<file path="src/rtl/chrom_eval_scheduler.sv">
// Evaluation sequencer for one chromosome: fetch vector, drive circuit, settle, compare, accumulate.
// Optional freeze input enabled by defining CHROM_SCHED_STALL_EN.
module chrom_eval_scheduler #(
  parameter int unsigned SEQ_W       = 8,
  parameter int unsigned N_OUT       = 8,
  parameter int unsigned ERR_W       = 32,
  parameter int unsigned SETTLE_BASE = 16
) (
  input  logic                   iClock,
  input  logic                   iReset,
  input  logic                   iStartProcessing,
  input  logic                   iDoneProcessingFeedback,
  input  logic [SEQ_W-1:0]       iSequencesToProcess,
  input  logic [1:0]             iSettleSel,
  output logic [SEQ_W-1:0]       oSeqIndex,
  input  logic [N_OUT-1:0]       iInputSeq,
  input  logic [N_OUT-1:0]       iExpected,
  input  logic [N_OUT-1:0]       iValid,
  output logic [N_OUT-1:0]       oCircuitInput,
  input  logic [N_OUT-1:0]       iCircuitOutput,
  input  logic                   iStall,
  output logic [N_OUT*ERR_W-1:0] oErrorSums,
  output logic                   oReadyToProcess,
  output logic                   oDoneProcessing,
  output logic [1:0]             oState
);

  // Wide enough for the largest settle length, SETTLE_BASE << 3.
  localparam int unsigned CntW = $clog2(SETTLE_BASE * 8) + 1;

  typedef enum logic [2:0] {
    StIdle, StFetch, StSettle, StCompare, StDone, StRelease
  } state_e;

  state_e           state;
  logic [SEQ_W-1:0] seq_count;
  logic [CntW-1:0]  settle_m1;
  logic [CntW-1:0]  settle_cnt;
  logic [CntW-1:0]  settle_len;
  logic [N_OUT-1:0] expected;
  logic [N_OUT-1:0] valid;
  logic [ERR_W-1:0] sums [N_OUT];
  logic             running;
  logic             stall;

  assign settle_len = CntW'(SETTLE_BASE) << iSettleSel;
  assign running    = (state == StFetch) || (state == StSettle) || (state == StCompare);

`ifdef CHROM_SCHED_STALL_EN
  assign stall = iStall && running;
`else
  logic unused_stall;
  assign unused_stall = iStall;
  assign stall        = 1'b0;
`endif

  always_ff @(posedge iClock) begin
    if (iReset) begin
      state           <= StIdle;
      seq_count       <= '0;
      settle_m1       <= '0;
      settle_cnt      <= '0;
      expected        <= '0;
      valid           <= '0;
      oSeqIndex       <= '0;
      oCircuitInput   <= '0;
      oReadyToProcess <= 1'b1;
      oDoneProcessing <= 1'b0;
      for (int b = 0; b < int'(N_OUT); b++) sums[b] <= '0;
    end else if (!stall) begin
      unique case (state)
        StIdle: begin
          if (iStartProcessing) begin
            for (int b = 0; b < int'(N_OUT); b++) sums[b] <= '0;
            seq_count       <= iSequencesToProcess;
            settle_m1       <= settle_len - CntW'(1);
            oSeqIndex       <= '0;
            oReadyToProcess <= 1'b0;
            if (iSequencesToProcess == '0) begin
              state           <= StDone;
              oDoneProcessing <= 1'b1;
            end else begin
              state <= StFetch;
            end
          end
        end
        StFetch: begin
          expected      <= iExpected;
          valid         <= iValid;
          oCircuitInput <= iInputSeq;
          settle_cnt    <= settle_m1;
          state         <= StSettle;
        end
        StSettle: begin
          if (settle_cnt == '0) state <= StCompare;
          else                  settle_cnt <= settle_cnt - CntW'(1);
        end
        StCompare: begin
          // Saturating per-bit mismatch count.
          for (int b = 0; b < int'(N_OUT); b++) begin
            if (valid[b] && (iCircuitOutput[b] != expected[b]) && (sums[b] != '1)) begin
              sums[b] <= sums[b] + ERR_W'(1);
            end
          end
          if (oSeqIndex == seq_count - SEQ_W'(1)) begin
            state           <= StDone;
            oDoneProcessing <= 1'b1;
          end else begin
            oSeqIndex <= oSeqIndex + SEQ_W'(1);
            state     <= StFetch;
          end
        end
        StDone: begin
          if (iDoneProcessingFeedback) begin
            state           <= StRelease;
            oDoneProcessing <= 1'b0;
          end
        end
        StRelease: begin
          // Both levels must drop so a held start cannot retrigger.
          if (!iStartProcessing && !iDoneProcessingFeedback) begin
            state           <= StIdle;
            oReadyToProcess <= 1'b1;
          end
        end
        default: state <= StIdle;
      endcase
    end
  end

  always_comb begin
    oErrorSums = '0;
    for (int b = 0; b < int'(N_OUT); b++) oErrorSums[b*ERR_W +: ERR_W] = sums[b];
  end

  always_comb begin
    oState = 2'd0;
    if (stall)                                         oState = 2'd3;
    else if (running)                                  oState = 2'd1;
    else if ((state == StDone) || (state == StRelease)) oState = 2'd2;
  end

endmodule

</file>
<file path="config.mk">
export PLATFORM = sky130hd
export DESIGN_NAME = chrom_eval_scheduler
export DESIGN_NICKNAME = d
export VERILOG_FILES = /design/src/rtl/chrom_eval_scheduler.sv
export SDC_FILE = /design/constraint.sdc
export NUM_CORES = 1
export LEC_CHECK = 0
export CELL_PAD_IN_SITES_DETAIL_PLACEMENT = 1
export CELL_PAD_IN_SITES_GLOBAL_PLACEMENT = 1
export CORE_ASPECT_RATIO = 1.2
export CORE_MARGIN = 2
export CORE_UTILIZATION = 35
export CTS_BUF_LIST = sky130_fd_sc_hd__clkbuf_8
export DETAILED_ROUTE_END_ITERATION = 6
export PLACE_DENSITY = 0.76
export REMOVE_ABC_BUFFERS = 1
export SLEW_MARGIN = 20
export SYNTH_ARGS = -nofsm -noshare
export SYNTH_HDL_FRONTEND = slang
export SYNTH_SLANG_ARGS = --single-unit
</file>
<file path="constraint.sdc">
create_clock -name iClock -period 3.65 [get_ports iClock]
set_input_delay 0.73 -clock iClock [delete_from_list [all_inputs] [get_ports iClock]]
set_output_delay 0.73 -clock iClock [all_outputs]
set_load 0.01 [all_outputs]
</file>
* After elaboration in Yosys (flattened, before gate mapping)
Memory sizes are Yosys's and may differ from the RTL's. Cells that the tools add are included.
Cells by class: bitwise logic cells 16, equal/unequal tests 30, muxes and demuxes 76, reductions and logical operators 35, shift-type cells 1, add/sub/neg operators 12
Operator list (number):
- 32-bit 2-to-1 mux | 16
- 32-bit by 1-bit adder with 32-bit output (second input constant) | 8
- 32-bit != test (second input constant) | 8
- 1-bit 2-to-1 mux | 44
- 8-bit case mux with 2 select lines | 2
- 8-bit 2-to-1 mux | 3
- 8-bit by 1-bit subtractor with 8-bit output (second input constant) | 3
- 3-bit 2-to-1 mux | 6
- 3-bit case mux with 6 select lines | 1
- 1-bit logical AND | 17
- 8-bit logical NOT | 2
- 1-bit bitwise OR | 16
- 2-bit != test (second input constant) | 6
- 8-bit by 1-bit adder with 8-bit output (second input constant) | 1
- 8-bit equality test | 1
- 1-bit != test | 8
- 5-bit by 2-bit << shifter with 8-bit output (first input constant) | 1
- 3-bit by 2-bit equality test with 1-bit output (second input constant) | 2
- 3-bit equality test (second input constant) | 2
- 3-bit AND reduction | 2
- 2-bit nonzero test | 3
- 5-bit AND reduction | 1
- 2-bit 2-to-1 mux | 2
- 2-bit by 1-bit != test with 1-bit output (second input constant) | 2
- other kinds (9) | 13
Storage, ports and cells: register bits 61, bits in writable memories 256, memories kept 1, word-level logic and storage cells 181, output and inout bits 276, input port bits 47
Memories:
- sums | words 8, width 32, read ports 8, clocked after memory_dff 0, wr ports 8, line 42 | logic [ERR_W-1:0] sums [N_OUT];

* Longest topological paths before layout
word-level depth 8, depth in mapped cells 11

* Worst setup path before layout
No wires, ideal clock.
path type reg2reg, start point memory sums[1][0], in the netlist sums[0][32], end point memory sums[1][0], in the netlist sums[0][32], enable pin, setup slack 683 ps, setup time 480 ps, buffers on the path 2, arrival time 2487 ps, period minus slack after synthesis 2967 ps, stages on the path, launching flop included 10, path through edfxtp_1 -> ha_1 -> nand3_1 -> nor3_2 -> nand4_1 -> nor2_1 -> a31o_2 -> buf_4 -> buf_4 -> nand2_1
RTL lines (line):
- from (decl) | 42

==> metrics.md <==
| Metric | Value |
|---|---|
| Status | finished, final reports clean |
| R2R Setup Slk | 0.69 ns |
| Total negative slack | 0 ns |
| CP endpoint | sums[0][49] |
| DRT Pass-1 Iters | 5 |
| Initial antenna violation count | 6 |
| Cell count after synthesis | 1627 |
| First-pass GRT wire length | 75600 um |
| Final hold slack | 0.452 ns |
| Hold Path Class | reg2reg |
| R2r endpoint | sums[0][49] |
| Crit path DAT | 3.29 ns |
| CP startpoint kind | flop |
| Core footprint | 45600 um^2 |
| CTS tree | done |
| Io pins | 323 |
| Final Skew | 0.0172 ns |
| Setup ws final | 0.692 ns |
| FF+latch count, synth | 313 |
| Syn Std Cell Area | 16100 um^2 |
| Post-synth EDFFs | 224 |
| Pre-CTS WS | 0.719 ns |
| H-tree Lvls | 2 |
| Routability cong. | 0.778 |
| HPWL after DPL | 34100 um |
| Yosys top cell by area | edfxtp_1 |
| Final min period | 2.96 ns |
| Clk slew on worst S/H paths | 0.06 ns |
| RR Startpoint | state[0] |
| DIE WIDTH | 200 um |
| Element type at the critical path end | flop |
| LEAKAGE | 0.00718 uW |
| Main synth FF type | edfxtp_1 |
| Fin crit share | 81.0% |
| Syn_area_per_cell | 9.90 um^2 |
| PortBufs | 321 |
| Synth area leaders | edfxtp_1, dfxtp_1, xor2_1 |
| Post-Route WL | 47800 um |
| Clock buffer depth | 3 |
| Critical Path Source | state[0] |
| Routed len/inst | 18.1 um |
| Slew Limit Fails | 0 |
| Fmax | 338 MHz |
| Via count | 13400 |
| Yosys warns | 0 |
| Largest net degree at the start of global routing | 49 |
| Root buf cell | clkbuf_8 |
| Hold Buf Count CTS | 0 |
| Die span in y | 239 um |
| Fin nets | 2030 |
| CP max FO | 32 |
| Vias per cell | 5.09 |
| Total congestion overflow | 0 |
| Rows | 86 |
| Layout Utilization | 46.6% |
| Max cap viols | 0 |
| Worst Tran Pin Value | 0.877 ns |
| Ys async rst share | 0% |
| Clk_lat worst skew | 0.64 ns |
| P per Cell Area | 443 nW/um^2 |
| Yosys top cell area share | 41.8% |
| Antenna Nets Post-Route | 0 |
| Clock tree sinks | 313 |
| Vias in the first global route | 13800 |
| Final setup violation count | 0 |
| CTS buffer count | 55 |
| Drt first-iter violations | 508 |
| Slew headroom | 41.0% |
| Drt drc | 0 |
| RSZ-0062 raised after global routing | no |
| Count of cells resized by post-cts repair | 0 |
| Post-CTS setup buffer count | 0 |
| Layout area overhead | 31.9% |
| WP data required | 3.98 ns |
| Layout cells sized above 1 | 7.39% |
| VDD IR-drop max | 0.341 mV |
| Die area | 47700 um^2 |
| Final Hold Viols | 0 |
| Critical path type | reg2reg |
| Total track usage | 19.8% |
| Seq/Total Area, Yosys | 52.8% |
| Worst-case reg-to-reg path depth | 7 |
| Synth unique cells | 71 |
| Initial Util | 35.3% |
==> stage by stage <==
stage	cell area [um^2]	power, uW	instances
after floorplan	15800	5010	1568
after global placement	20000	5750	2530
after detailed placement	20000	5800	2530
after CTS	21200	9550	2633
after global routing	21200	9830	2635
final	21200	9410	2635
==> Yosys cell counts (3+ instances only) <==
master / number
o31ai_1: 4
or3_1: 20
nor2_1: 314
nor2b_1: 5
and3_1: 40
edfxtp_1: 224
inv_1: 29
buf_4: 9
xnor2_1: 89
xor2_1: 158
and2_1: 11
o211ai_1: 3
and4_1: 26
nand2b_1: 8
o41ai_1: 3
ha_1: 12
nand4_1: 55
buf_2: 26
or4_1: 4
o21ai_2: 5
a22oi_1: 5
nand3_1: 95
a31oi_1: 7
or2_2: 5
a21oi_2: 5
nor4_2: 5
a21oi_1: 49
o21ai_0: 21
nor3_1: 32
clkbuf_1: 21
nand2_1: 186
nor4_1: 6
nand4b_1: 3
dfxtp_1: 89
nor3_2: 3
nor3b_1: 3
==> critical path, cell delays in order (launching register included) <==
cell     delay, ns
dfxtp_1       0.52
nor2b_1       0.33
nand2_1       0.19
nor2_2        0.47
nand3_1       0.41
a31o_2        0.36
nand2_1       0.11
buf_12        0.23
==> worst min-delay path by stage <==
stage | cells after the start | to | startpoint | slack (ns)
after floorplan | 2 | settle_m1[6] | settle_m1[6] | 0.43
after global placement | 2 | oReadyToProcess | oReadyToProcess | 0.43
after detailed placement | 2 | oReadyToProcess | oReadyToProcess | 0.45
after CTS | 2 | oReadyToProcess | oReadyToProcess | 0.46
after global routing | 2 | valid[0] | valid[0] | 0.48
final | 2 | oReadyToProcess | oReadyToProcess | 0.45
==> state kept, by name (all words and copies together) (netlist names), 3 cells and up <==
| signal | flops |
|---|---|
| sums | 256 |
| oSeqIndex | 8 |
| expected | 8 |
| valid | 8 |
| settle_m1 | 4 |
| state | 3 |
| settle_cnt | 8 |
| seq_count | 8 |
| oCircuitInput | 8 |
==> power breakdown <==
| part | switching [uW] | leakage [uW] | internal [uW] |
|---|---|---|---|
| Sequential | 324 | 0.00315 | 4100 |
| Combinational | 651 | 0.00334 | 641 |
| Clock | 1570 | 0.000699 | 2130 |
==> layer usage <==
layer	GRT usage, %	vias to the layer above	part of all wire [%]
li1	-	6389	-
met1	23.6	6603	41
met2	33.3	315	48
met3	7.17	87	8.4
met4	5.90	8	2.4
met5	0	-	0.12
==> cells in the final DEF (no fill, tap or decap), drive strengths merged, types with 6 or more instances in the layout <==
cell type      count
nand2b             8
a31oi              7
nor4              12
nand2            186
clkbuf            69
and4              26
nor3              35
nor2             315
xor2             158
edfxtp           224
clkinv            12
dfxtp             89
bufinv             6
xnor2             89
or3               20
clkdlybuf4s50    320
buf               26
nand3             96
and2              12
and3              40
nand4             57
or2                6
a21oi             54
ha                12
inv               44
o21ai             27
==> cells by family after synthesis <==
logic type	share of synthesized area (%)
buffers and inverters	2.51
AND/OR/NAND/NOR	24.8
multiplexers	0.124
adder cells (fa/ha/maj)	0.933
AO/OA/AOI/OAI	5.31
flip-flops	52.8
XOR/XNOR	13.4
==> final cells by class <==
| type | instances | area, um^2 |
|---|---|---|
| clock buffers | 69 | 950 |
| inverters | 29 | 109 |
| diodes | 2 | 5.00 |
| fillers | 5169 | 24400 |
| flip-flops and latches | 313 | 8510 |
| clock inverters | 34 | 299 |
| repair buffers | 346 | 3410 |
| well taps | 616 | 771 |
| multi-input cells | 1226 | 7190 |
(Power assumes the default switching activity.)
